$ cat src/rtl/vga_timing_decoder.sv
// vga_timing_decoder: measures VGA stage lengths, detects stable timing,
// and emits active pixels tagged with x/y coordinates.
// Ports: CLOCK_50/RESET_N clock + async reset; PIX_EN sample strobe;
//   VGA_HS/VS/BLANK_N/R/G/B input stream; pix_valid/x/y/rgb pixel out;
//   h_*_len/v_*_len measured stages; locked; timing_err pulse.
module vga_timing_decoder #(
  parameter int H_W = 11,
  parameter int V_W = 10,
  parameter int LOCK_FRAMES = 2
) (
  input  logic           CLOCK_50,
  input  logic           RESET_N,
  input  logic           PIX_EN,
  input  logic           VGA_HS,
  input  logic           VGA_VS,
  input  logic           VGA_BLANK_N,
  input  logic [7:0]     VGA_R,
  input  logic [7:0]     VGA_G,
  input  logic [7:0]     VGA_B,
  output logic           pix_valid,
  output logic [H_W-1:0] pix_x,
  output logic [V_W-1:0] pix_y,
  output logic [23:0]    pix_rgb,
  output logic [H_W-1:0] h_sync_len,
  output logic [H_W-1:0] h_bp_len,
  output logic [H_W-1:0] h_act_len,
  output logic [H_W-1:0] h_fp_len,
  output logic [V_W-1:0] v_sync_len,
  output logic [V_W-1:0] v_bp_len,
  output logic [V_W-1:0] v_act_len,
  output logic [V_W-1:0] v_fp_len,
  output logic           locked,
  output logic           timing_err
);

  typedef enum logic [2:0] {
    S_SEARCH, S_SYNC, S_BP, S_ACT, S_FP
  } st_t;

  localparam int HV_W = 4 * H_W;
  localparam int VEC_W = HV_W + 4 * V_W;
  localparam int M_W = $clog2(LOCK_FRAMES + 1);
  localparam logic [H_W-1:0] H_ONE = H_W'(1);
  localparam logic [V_W-1:0] V_ONE = V_W'(1);
  localparam logic [M_W-1:0] LOCK_TH = M_W'(LOCK_FRAMES - 1);

  function automatic logic [H_W-1:0] h_inc(input logic [H_W-1:0] c);
    return (&c) ? c : c + H_ONE;
  endfunction

  function automatic logic [V_W-1:0] v_inc(input logic [V_W-1:0] c);
    return (&c) ? c : c + V_ONE;
  endfunction

  logic           hs_q, vs_q, bl_q;
  st_t            h_st, v_st, h_nx, v_nx;
  logic [H_W-1:0] hc_sync, hc_bp, hc_act, hc_fp;
  logic [H_W-1:0] hs_n, hb_n, ha_n, hf_n;
  logic [V_W-1:0] vc_sync, vc_bp, vc_act, vc_fp;
  logic [V_W-1:0] vs_b, vb_b, va_b, vf_b;
  logic           line_act, h_seen, frame_bad;
  logic [1:0]     phase;
  logic [VEC_W-1:0] vec_q, fvec;
  logic [M_W-1:0] match_cnt, m_inc;
  logic [HV_W-1:0] cur_h, line_vec, nh;
  logic hs_fall, hs_rise, vs_fall, vs_rise, bl_rise, bl_fall;
  logic line_end, line_diff, frame_end, bad_now, pix_hit;

  assign hs_fall = PIX_EN & hs_q & ~VGA_HS;
  assign hs_rise = PIX_EN & ~hs_q & VGA_HS;
  assign vs_fall = PIX_EN & vs_q & ~VGA_VS;
  assign vs_rise = PIX_EN & ~vs_q & VGA_VS;
  assign bl_rise = PIX_EN & ~bl_q & VGA_BLANK_N;
  assign bl_fall = PIX_EN & bl_q & ~VGA_BLANK_N;

  assign cur_h = {h_sync_len, h_bp_len, h_act_len, h_fp_len};
  assign line_vec = {hc_sync, hc_bp, hc_act, hc_fp};

  always_comb begin
    h_nx = h_st;
    hs_n = hc_sync;
    hb_n = hc_bp;
    ha_n = hc_act;
    hf_n = hc_fp;
    line_end = 1'b0;
    if (hs_fall) begin
      line_end = (h_st == S_FP || h_st == S_BP) && line_act;
      h_nx = S_SYNC;
      hs_n = H_ONE;
      hb_n = '0;
      ha_n = '0;
      hf_n = '0;
    end else if (PIX_EN) begin
      unique case (h_st)
        S_SYNC:
          if (hs_rise) begin
            h_nx = S_BP;
            hb_n = H_ONE;
          end else hs_n = h_inc(hc_sync);
        S_BP:
          if (bl_rise) begin
            h_nx = S_ACT;
            ha_n = H_ONE;
          end else hb_n = h_inc(hc_bp);
        S_ACT:
          if (bl_fall) begin
            h_nx = S_FP;
            hf_n = H_ONE;
          end else ha_n = h_inc(hc_act);
        S_FP: hf_n = h_inc(hc_fp);
        default: ;
      endcase
    end
    nh = line_end ? line_vec : cur_h;
    line_diff = line_end && h_seen && (line_vec != cur_h);
  end

  // A line boundary is credited to the stage of the line it closes;
  // the frame end then sees the counts including that boundary.
  always_comb begin
    v_nx = v_st;
    vs_b = vc_sync;
    vb_b = vc_bp;
    va_b = vc_act;
    vf_b = vc_fp;
    if (hs_fall) begin
      unique case (v_st)
        S_SYNC: vs_b = v_inc(vc_sync);
        S_BP:
          if (line_act) begin
            v_nx = S_ACT;
            va_b = V_ONE;
          end else vb_b = v_inc(vc_bp);
        S_ACT:
          if (!line_act) begin
            v_nx = S_FP;
            vf_b = V_ONE;
          end else va_b = v_inc(vc_act);
        S_FP: vf_b = v_inc(vc_fp);
        default: ;
      endcase
    end
    if (vs_rise && v_nx == S_SYNC) v_nx = S_BP;
    frame_end = vs_fall && (v_st != S_SEARCH);
    if (vs_fall) v_nx = S_SYNC;
    fvec = {nh, vs_b, vb_b, va_b, vf_b};
    bad_now = frame_bad | line_diff;
    m_inc = (&match_cnt) ? match_cnt : match_cnt + 1'b1;
    pix_hit = PIX_EN && VGA_BLANK_N && (h_nx == S_ACT)
              && (v_st == S_BP || v_st == S_ACT);
  end

  always_ff @(posedge CLOCK_50 or negedge RESET_N) begin
    if (!RESET_N) begin
      hs_q <= 1'b0;
      vs_q <= 1'b0;
      bl_q <= 1'b0;
      h_st <= S_SEARCH;
      v_st <= S_SEARCH;
      {hc_sync, hc_bp, hc_act, hc_fp} <= '0;
      {vc_sync, vc_bp, vc_act, vc_fp} <= '0;
      {h_sync_len, h_bp_len, h_act_len, h_fp_len} <= '0;
      {v_sync_len, v_bp_len, v_act_len, v_fp_len} <= '0;
      line_act <= 1'b0;
      h_seen <= 1'b0;
      frame_bad <= 1'b0;
      phase <= 2'd0;
      vec_q <= '0;
      match_cnt <= '0;
      locked <= 1'b0;
      timing_err <= 1'b0;
      pix_valid <= 1'b0;
      pix_x <= '0;
      pix_y <= '0;
      pix_rgb <= '0;
    end else begin
      timing_err <= 1'b0;
      if (PIX_EN) begin
        hs_q <= VGA_HS;
        vs_q <= VGA_VS;
        bl_q <= VGA_BLANK_N;
      end
      if (hs_fall) line_act <= VGA_BLANK_N;
      else if (PIX_EN && VGA_BLANK_N) line_act <= 1'b1;
      h_st <= h_nx;
      v_st <= v_nx;
      {hc_sync, hc_bp, hc_act, hc_fp} <= {hs_n, hb_n, ha_n, hf_n};
      if (vs_fall) {vc_sync, vc_bp, vc_act, vc_fp} <= '0;
      else {vc_sync, vc_bp, vc_act, vc_fp} <= {vs_b, vb_b, va_b, vf_b};
      if (line_end)
        {h_sync_len, h_bp_len, h_act_len, h_fp_len} <= line_vec;
      pix_valid <= pix_hit;
      if (pix_hit) begin
        pix_x <= hc_act;
        pix_y <= vc_act;
        pix_rgb <= {VGA_R, VGA_G, VGA_B};
      end
      if (frame_end) begin
        {v_sync_len, v_bp_len, v_act_len, v_fp_len} <= {vs_b, vb_b, va_b, vf_b};
        frame_bad <= 1'b0;
        h_seen <= 1'b0;
        unique case (phase)
          2'd0: phase <= 2'd1;
          2'd1: begin
            vec_q <= fvec;
            phase <= 2'd2;
          end
          default: begin
            vec_q <= fvec;
            if (fvec == vec_q && !bad_now) begin
              match_cnt <= m_inc;
              locked <= (m_inc >= LOCK_TH);
            end else begin
              match_cnt <= '0;
              locked <= 1'b0;
              timing_err <= 1'b1;
            end
          end
        endcase
      end else begin
        frame_bad <= bad_now;
        h_seen <= h_seen | line_end;
      end
    end
  end

endmodule

$ cat config.mk
export PLATFORM = sky130hd
export DESIGN_NAME = vga_timing_decoder
export DESIGN_NICKNAME = d
export VERILOG_FILES = /design/src/rtl/vga_timing_decoder.sv
export SDC_FILE = /design/constraint.sdc
export NUM_CORES = 1
export LEC_CHECK = 0
export CAP_MARGIN = 20
export CORE_ASPECT_RATIO = 1.5
export CORE_UTILIZATION = 58
export CTS_CLUSTER_DIAMETER = 150
export CTS_CLUSTER_SIZE = 28
export DETAILED_ROUTE_END_ITERATION = 7
export PLACE_DENSITY = 0.86
export SYNTH_ARGS = -nofsm -noshare
export SYNTH_HDL_FRONTEND = slang
export SYNTH_SLANG_ARGS = --single-unit
export TNS_END_PERCENT = 5
$ cat constraint.sdc
create_clock -name CLOCK_50 -period 3.5 [get_ports CLOCK_50]
set_clock_uncertainty 0.2 [all_clocks]
set_input_delay 0.7 -clock CLOCK_50 [delete_from_list [all_inputs] [get_ports CLOCK_50]]
set_output_delay 0.7 -clock CLOCK_50 [all_outputs]
set_load 0.02 [all_outputs]
Word level (Yosys, flattened, before mapping)
Index checks and enable logic that the tools add are counted.
{ "classes": {"add_sub_neg": 9, "n_lt_le_gt_ge": 1, "n_eq_ne": 23, "muxes": 67, "n_bitwise": 22, "n_reduce_logical": 38} }
{ "op_table": {"columns": ["op", "n"], "rows": [
  ["two-way mux 11 bit", 19],
  ["two-way mux 10 bit", 18],
  ["equality test 84 bit", 1],
  ["one-hot mux 11 bit (2 select lines)", 3],
  ["adder 11 x 1 -> 11 bit, second input constant", 4],
  ["two-way mux 44 bit", 1],
  ["!= test 44 bit", 1],
  ["AND reduction 11 bit", 4],
  ["adder 10 x 1 -> 10 bit, second input constant", 4],
  ["one-hot mux 10 bit (2 select lines)", 2],
  ["AND reduction 10 bit", 4],
  ["two-way mux 3 bit", 10],
  ["!= test 3 bit, second input constant", 8],
  ["equality test 3 x 2 -> 1 bit, second input constant", 5],
  ["bitwise AND 1 bit", 12],
  ["nonzero test 3 bit", 4],
  ["AND reduction 5 bit", 2],
  ["equality test 3 x 1 -> 1 bit, second input constant", 3],
  ["logical AND 1 bit", 9],
  ["two-way mux 1 bit", 9],
  ["one-hot mux 3 bit (3 select lines)", 1],
  ["inverter 1 bit", 8],
  ["AND reduction 2 bit", 4],
  ["AND reduction 4 bit", 2],
  ["14 further kinds", 22]
]} }
{ "totals": {"reg_bits": 316, "input_bits": 30, "output_inout_bits": 132} }

Logic depth before layout (Yosys ltp)
Gate-level depths: netlist (run 1).
{ "logic_depth": {"depth_word": 12, "mapped_depth": 13, "ltp_nobuf": 10} }

Worst setup path before layout (run 1)
No wires, ideal clock.
{ "synth_path": {"kind": "input -> register", "from": "input PIX_EN", "to": "register timing_err", "setup_time_ns": 0.118, "arrival_time_ns": 2.751, "required_time_ns": 3.182, "path_slack_ns": 0.431, "cell_stages": 11, "cell_sequence": "clkbuf_2 and3b_1 buf_2 nand2_1 nor3_1 or4_1 a2111oi_1 nand4_1 nor4_1 nand2_1 nor2b_1"} }
{ "synth_between": {"elab_chain_len": 11, "elab_cells_between_ends": 20} }
{ "synth_lines": {"columns": ["element", "line", "rtl"], "rows": [
  ["start, declared", "13", "input logic PIX_EN,"],
  ["branches (longest 10 deep; another with equality test 84 bit)", null, null],
  ["two-way mux 1 bit (*)", "198", "if (frame_end) begin"],
  ["end signal, assigned", "171", "timing_err <= 1'b0;"],
  ["end signal, assigned", "177", "timing_err <= 1'b0;"],
  ["end signal, assigned", "216", "timing_err <= 1'b1;"],
  ["end, declared", "33", "output logic timing_err"]
]} }
Mark *: on every way between the ends.
A chain may end at the register's enable or synchronous reset.

Worst setup path after layout (run 1)
{ "layout_path": {"from": "register v_st[1]", "to": "register timing_err"} }
{ "layout_between": {"elab_chain_len": 8, "elab_cells_between_ends": 19} }
{ "layout_lines": {"columns": ["element", "line", "rtl"], "rows": [
  ["start, declared", "56", "st_t h_st, v_st, h_nx, v_nx;"],
  ["start signal, assigned", "186", "v_st <= v_nx;"],
  ["equality test 3 bit (tied with other cells)", "127", "unique case (v_st)"],
  ["one-hot mux 10 bit (2 select lines) / two-way mux 10 bit (equally long branches)", "127", null],
  ["two-way mux 10 bit", "126", "if (hs_fall) begin"],
  ["equality test 84 bit", "210", "if (fvec == vec_q && !bad_now) begin"],
  ["logical AND 1 bit", "210", null],
  ["two-way mux 1 bit", "210", null],
  ["two-way mux 1 bit", "202", "unique case (phase)"],
  ["two-way mux 1 bit (*)", "198", null]
]} }
Mark *: on every way between the ends. The rest lies on a longest branch, timed or not.

==> flow_metrics.py, run 1 <==
metrics = {
    "timing": {
        "setup-violations-final": 0,
        "period_share": 0.9590,
        "drv_slew": 0,
        "fin_ws_ns": 0.1434,
        "rsz0062_at_grt": "false",
        "fmax_mhz": 297.9,
        "post-route-min-period_ns": 3.357,
        "worst_slew_pin_slew_ns": 0.7760,
        "fin_hold_ws_ns": -0.01246,
        "hold_violations": 7,
        "relSlewSlack": 0.4782,
    },
    "critical_path": {
        "crit_path_start_kind": "register",
        "worstPathRequired_ns": 3.72,
        "crit_fanout": 11,
        "crit_type": "register to register",
        "setup.worst_path.start": "v_st[1]",
        "r2r_start": "v_st[1]",
        "cp.arrival_ns": 3.58,
        "end_kind": "register",
    },
    "pwr": {
        "peakVddDrop_uv": 474.5,
        "leakage_uw": 0.009127,
        "power_density_mw_per_mm2": 516.5,
        "finalPower_uw": 10420,
    },
    "clock_network": {
        "numCtsBuffers": 15,
        "clock_latency_ns": 0.52,
        "clockRootBuffer": "clkbuf_16",
        "clk_pin_slew_ns": 0.10,
        "cts.sinks": 314,
        "cts_tree": "yes",
        "h-tree-depth": 1,
        "post_cts.repair.setup_buffers": 0,
        "clock_path_buffers": 3,
    },
    "global_routing": {
        "grt_pass1_vias": 15200,
        "grtUsageTotal": 0.4011,
        "antenna_found_initial": 1,
        "grt.overflow.total": 0,
        "grt_pass1_wl_um": 87610,
        "grt_start_max_net_pins": 92,
    },
    "yosys": {
        "synth.distinct_cells": 88,
        "synthArstFlopShare": 1.000,
        "synth-seq-cells": 314,
        "synth_top_flop_cell": "dfrtp_1",
        "avgSynthCellArea_um2": 9.254,
        "ys_seq_area_frac": 0.4784,
        "syn_nets": 1813,
        "synth_top_area_share": 0.4784,
        "yosysWarnings": 0,
        "syn_inst": 1775,
        "synth_area_mm2": 0.01643,
        "synth-edff-count": 0,
        "ys_top_cells_by_area": "dfrtp_1 (48%), nand2_1 (5.7%), mux2_2 (5.1%)",
        "synth_top_area_cell": "dfrtp_1",
    },
    "finish": {
        "finalNetCount": 2091,
        "stdcell_count": 2399,
        "synthToLayoutAreaGrowth_pct": 22.88,
        "final_util": 0.7242,
        "drive_above_1_share": 0.1623,
    },
    "place": {
        "dp.cells": 2382,
        "gp_congestion": 1.094,
        "dp_hpwl_um": 44600,
        "port_buffers": 161,
        "place_ws_ns": -0.5874,
    },
    "drt": {
        "drtAntennaViolNets": 0,
        "vias": 15070,
        "dr.pass1.iters": 5,
        "drc": 0,
        "wl_per_cell_um": 23.69,
        "totalWireLength_um": 56830,
        "drt-initial-drc-count": 959,
        "vias_per_cell": 6.283,
    },
    "floorplan": {
        "row_count": 75,
        "pin_count": 162,
        "dieArea_mm2": 0.02901,
        "dieWidth_um": 139.4,
        "dieHeight_um": 208.1,
        "coreArea_mm2": 0.02787,
        "initial_core_util": 0.5894,
    },
    "outcome": {
        "violations": "negative hold slack",
        "status": "finished, violations left",
    },
    "job": {
        "drv_cap": 0,
    },
    "hold_path": {
        "min_path_type": "input port to asynchronous set/reset pin",
    },
}
where the power goes:
group          leakage (uW)  internal [uW]  switching [uW]
clock              0.000196            795            1140
combinational       0.00471           1600            2070
sequential          0.00422           4170             646
total               0.00913           6570            3860
per-stage QoR:
| stage | TNS [ns] | instance area [um2] | hold slack (ns) |
|---|---|---|---|
| global route | 0 | 20180 | 0.04281 |
| detailed placement | -5.881 | 19730 | 0.2696 |
| finish | 0 | 20180 | -0.01246 |
| CTS | 0 | 20140 | 0.02345 |
| floorplan | 0 | 16430 | 0.2044 |
| global placement | -1.703 | 19730 | 0.2639 |
cells in the final DEF (no fill, tap or decap), types with 8 or more instances in the layout:
master           count
a21oi_1             58
a31oi_1              8
and3_1              24
buf_12               8
buf_4              199
clkbuf_16           15
clkdlybuf4s50_1    158
dfrtp_1            312
ha_1                 8
inv_1               71
mux2_2              75
mux2i_1             16
nand2_1            250
nand2b_1            35
nand3_1             49
nand4_1             45
nor2_1             139
nor2b_1             20
nor3_1              38
nor4_1              32
o2111ai_1           10
o21ai_0            151
o22ai_1             19
o31ai_1             13
or3_1               11
xnor2_1             70
xor2_1              43
critical path, cell delays in order (launching register included):
cell and delay (ns):
dfrtp_2 0.53, or3b_2 0.63, nor4_2 0.30, buf_4 0.17, nor4_1 0.05, o21ai_1 0.24, buf_4 0.16, o2111a_1 0.17
nand4_1 0.14, nor4_2 0.33, nand2_1 0.18, nor2b_1 0.16
registers in the layout, indices dropped and copies added, names as in the netlist, 11 cells and up:
register    cells
hc_bp          11
h_fp_len       11
hc_sync        11
vec_q          84
hc_act         11
h_sync_len     11
h_act_len      11
pix_x          11
pix_rgb        24
h_bp_len       11
hc_fp          11
Yosys cell counts, types with 6 or more instances:
library cell  number
mux2_2            75
o2bb2ai_1          7
and4_1             7
a21oi_1           58
and2_1             6
ha_1               8
buf_2             23
or2_2              6
dfrtp_1          314
o31ai_1           14
nor3_1            41
and3_1            24
xnor2_1           70
nand3_1           49
a22o_1             6
o2111ai_1         10
inv_1             71
buf_1              6
nor2_1           139
nand2_1          250
a31oi_1            8
nand2b_1          35
or3_1             11
clkbuf_1          76
a21o_1             7
nor3b_1            7
nor2b_1           20
a22oi_1            6
o21ai_0          153
nor4_1            32
mux2i_1           16
o22ai_1           19
xor2_1            43
nand4_1           45
a211oi_1           7
cells by family after synthesis:
kind of cell	after synthesis	share of synthesized area
AO/OA/AOI/OAI	361	0.1380
XOR/XNOR	114	0.06162
adder cells (fa/ha/maj)	8	0.006094
buffers and inverters	180	0.04342
flip-flops	314	0.4784
multiplexers	91	0.06117
AND/OR/NAND/NOR	707	0.2113
routing by layer:
layer  wire length [um]  vias to the layer above  global-route usage
met5                  0                        -                   0
met4               5611                        0              0.3506
met3               2619                      277             0.04373
met2              29470                      659              0.7165
met1              19120                     7365              0.4168
li1                   -                     6771                   -
area by class of cell:
cell class                      count  area, um2
Timing Repair Buffer              369       3287
Inverter                           72      270.3
Fill cell                        2119       7686
Multi-Input combinational cell   1281       7926
Sequential cell                   314       7860
Clock inverter                      1      30.03
Clock buffer                       15      375.4
Tap cell                          346      432.9
Antenna cell                        1      2.502
worst paths after layout:
kind / slack [ns] / cells past startpoint / endpoint
min reg2reg: 0.29 / 2 / v_act_len[9]
max: 0.14 / 11 / timing_err
max in group asynchronous: 2.22 / 2 / hc_act[3]
max reg2reg: 0.14 / 11 / timing_err
min in group CLOCK_50: 0.29 / 2 / v_act_len[9]
min: -0.01 / 1 / h_sync_len[2]
timing repair:
item	in CTS	in global routing
resized for setup	1	14
setup endpoints to repair	2	2
hold buffers	0	0
pin swaps	0	1
(Power assumes the default switching activity.)
==> run 2, diff against run 1 <==
--- a/config.mk
+++ b/config.mk
@@ -12,6 +12,7 @@
 export CTS_CLUSTER_SIZE = 28
 export DETAILED_ROUTE_END_ITERATION = 7
 export PLACE_DENSITY = 0.86
+export SKIP_LAST_GASP = 1
 export SYNTH_ARGS = -nofsm -noshare
 export SYNTH_HDL_FRONTEND = slang
 export SYNTH_SLANG_ARGS = --single-unit
==> results of run 2 <==
Final layout, timing and power as in run 1 (identical DEF).
==> run 3, diff against run 2 <==
--- a/config.mk
+++ b/config.mk
@@ -5,7 +5,6 @@
 export SDC_FILE = /design/constraint.sdc
 export NUM_CORES = 1
 export LEC_CHECK = 0
-export CAP_MARGIN = 20
 export CORE_ASPECT_RATIO = 1.5
 export CORE_UTILIZATION = 58
 export CTS_CLUSTER_DIAMETER = 150
==> constraint.sdc (replaced) <==
create_clock -name CLOCK_50 -period 3.5 [get_ports CLOCK_50]
set_clock_uncertainty 0.2 [all_clocks]
set_input_delay 0.35 -clock CLOCK_50 [delete_from_list [all_inputs] [get_ports CLOCK_50]]
set_output_delay 0.35 -clock CLOCK_50 [all_outputs]
set_load 0.02 [all_outputs]
==> run 3 against run 2 <==
Net effect: the flow now finishes without violations; maximum frequency fell by 0.20%; die area unchanged; clock power is essentially flat; routed wire length shrank 2.8%.
==> flow_metrics.py, run 3 (same netlist as run 1, synthesis figures left out) <==
metrics = {
    "outcome": {
        "status": "complete, no violations",
    },
    "timing": {
        "worst_slew_pin_slew_ns": 1.025,
        "fin_hold_ws_ns": 0.2169,
        "drv_slew": 0,
        "post-route-min-period_ns": 3.363,
        "period_share": 0.9610,
        "hold_violations": 0,
        "fmax_mhz": 297.3,
        "setup-violations-final": 0,
        "rsz0062_at_grt": "false",
        "setup-tns-final_ns": 0,
        "relSlewSlack": 0.3092,
        "fin_ws_ns": 0.1367,
    },
    "finish": {
        "finalNetCount": 2061,
        "layout_common_cells": "dfrtp_1 (314), nand2_1 (250), buf_4 (170), clkdlybuf4s50_1 (160), o21ai_0 (153)",
        "multi_input_area_mm2": 0.007886,
        "regArea_mm2": 0.007858,
        "mostFrequentLayoutCell": "dfrtp_1",
        "largest_register_ffs": 84,
        "largest-register": "vec_q",
        "drive_above_1_share": 0.1453,
        "synthToLayoutAreaGrowth_pct": 21.18,
        "antenna_cells": 0,
        "final_util": 0.7142,
        "largestRegisters": "vec_q: 84 flops, pix_rgb: 24 flops",
        "fillers": 2135,
    },
    "drt": {
        "drc": 0,
        "drt-initial-drc-count": 1188,
        "dr.pass1.iters": 5,
        "totalWireLength_um": 55260,
        "vias": 14720,
        "wl_per_cell_um": 23.33,
        "drtAntennaViolNets": 0,
        "vias_per_cell": 6.214,
    },
    "floorplan": {
        "initial_core_util": 0.5894,
        "dieWidth_um": 139.4,
        "dieArea_mm2": 0.02901,
        "coreArea_mm2": 0.02787,
        "dieHeight_um": 208.1,
        "pin_count": 162,
        "row_count": 75,
    },
    "critical_path": {
        "crit_fanout": 10,
        "crit_type": "register to register",
        "end_kind": "register",
        "worstPathRequired_ns": 3.71,
        "cp.arrival_ns": 3.57,
        "crit_path_start_kind": "register",
    },
    "clock_network": {
        "clock_path_buffers": 3,
        "post_cts.repair.setup_buffers": 0,
        "clockRootBuffer": "clkbuf_16",
        "cts.sinks": 314,
        "cts_tree": "yes",
        "clk_pin_slew_ns": 0.11,
        "clock_latency_ns": 0.53,
        "numCtsBuffers": 15,
        "cts_resized": 0,
        "h-tree-depth": 1,
    },
    "job": {
        "drv_cap": 0,
    },
    "place": {
        "gp_congestion": 1.077,
        "port_buffers": 161,
        "dp_hpwl_um": 42730,
        "place_ws_ns": -0.1640,
    },
    "global_routing": {
        "grt.overflow.total": 0,
        "grtUsageTotal": 0.3880,
        "grt_pass1_vias": 14920,
        "grt_pass1_wl_um": 85050,
        "grt_start_max_net_pins": 89,
        "antenna_found_initial": 0,
    },
    "pwr": {
        "finalPower_uw": 10390,
        "power_density_mw_per_mm2": 521.8,
        "leakage_uw": 0.008954,
        "peakVddDrop_uv": 568.5,
    },
    "hold_path": {
        "min_path_type": "input port to register",
    },
}
[run 3: cell types whose count changed in the layout (fill, tap and decap cells not counted), sizes merged]
cell and change:
diode -1, inv +1, dlymetal6s2s -2, clkdlybuf4s50 +2, dlygate4sd3 +1, buf -31
[run 3: final timing paths]
kind | from | cells after the start | to | slack [ns]
max | v_st[1] | 10 | timing_err | 0.14
min | VGA_B[0] | 2 | pix_rgb[0] | 0.22
max reg2reg | v_st[1] | 10 | timing_err | 0.14
min reg2reg | v_fp_len[0] | 2 | v_fp_len[0] | 0.29
max in group asynchronous | RESET_N | 3 | pix_y[5] | 1.91
min in group asynchronous | RESET_N | 2 | vec_q[80] | 0.23
[run 3: final cells by class]
type | instances | share of cell area
multi-input combinational | 1281 | 0.3962
sequential | 314 | 0.3948
timing repair buffer | 339 | 0.1529
tap | 346 | 0.02175
clock buffer | 15 | 0.01886
inverter | 72 | 0.01358
clock inverter | 2 | 0.001949
[run 3: critical path: stages, from the launching register on]
cell	delay, ns
dfrtp_1	0.54
or3b_2	0.64
buf_4	0.20
nor2_2	0.12
a41oi_1	0.18
o2bb2ai_1	0.23
nor4_1	0.26
nand4_1	0.20
nor4_2	0.35
nand2_1	0.16
nor2b_1	0.16
[run 3: through the flow]
stage	cells	area (um2)
floorplan	1775	16430
finish	2369	19900
global route	2369	19900
detailed placement	2351	19480
CTS	2369	19900
global placement	2351	19480
[run 3: power breakdown]
part	leakage [uW]	switching (uW)	internal (uW)	total, uW
Sequential	0.00422	616	4170	4780
Clock	0.000201	1170	802	1970
Combinational	0.00453	2070	1570	3630
[run 3: what timing repair did]
action | CTS | global route
setup endpoints to repair | 0 | 0
hold buffers | 1 | 0
hold endpoints to repair | 73 | 0
[run 3: per-layer routing]
layer	track usage	up-vias	wire, um
met1	0.4117	7151	18840
met5	0	-	0
li1	-	6708	-
met2	0.6895	633	28470
met3	0.04350	228	2745
met4	0.3241	0	5200
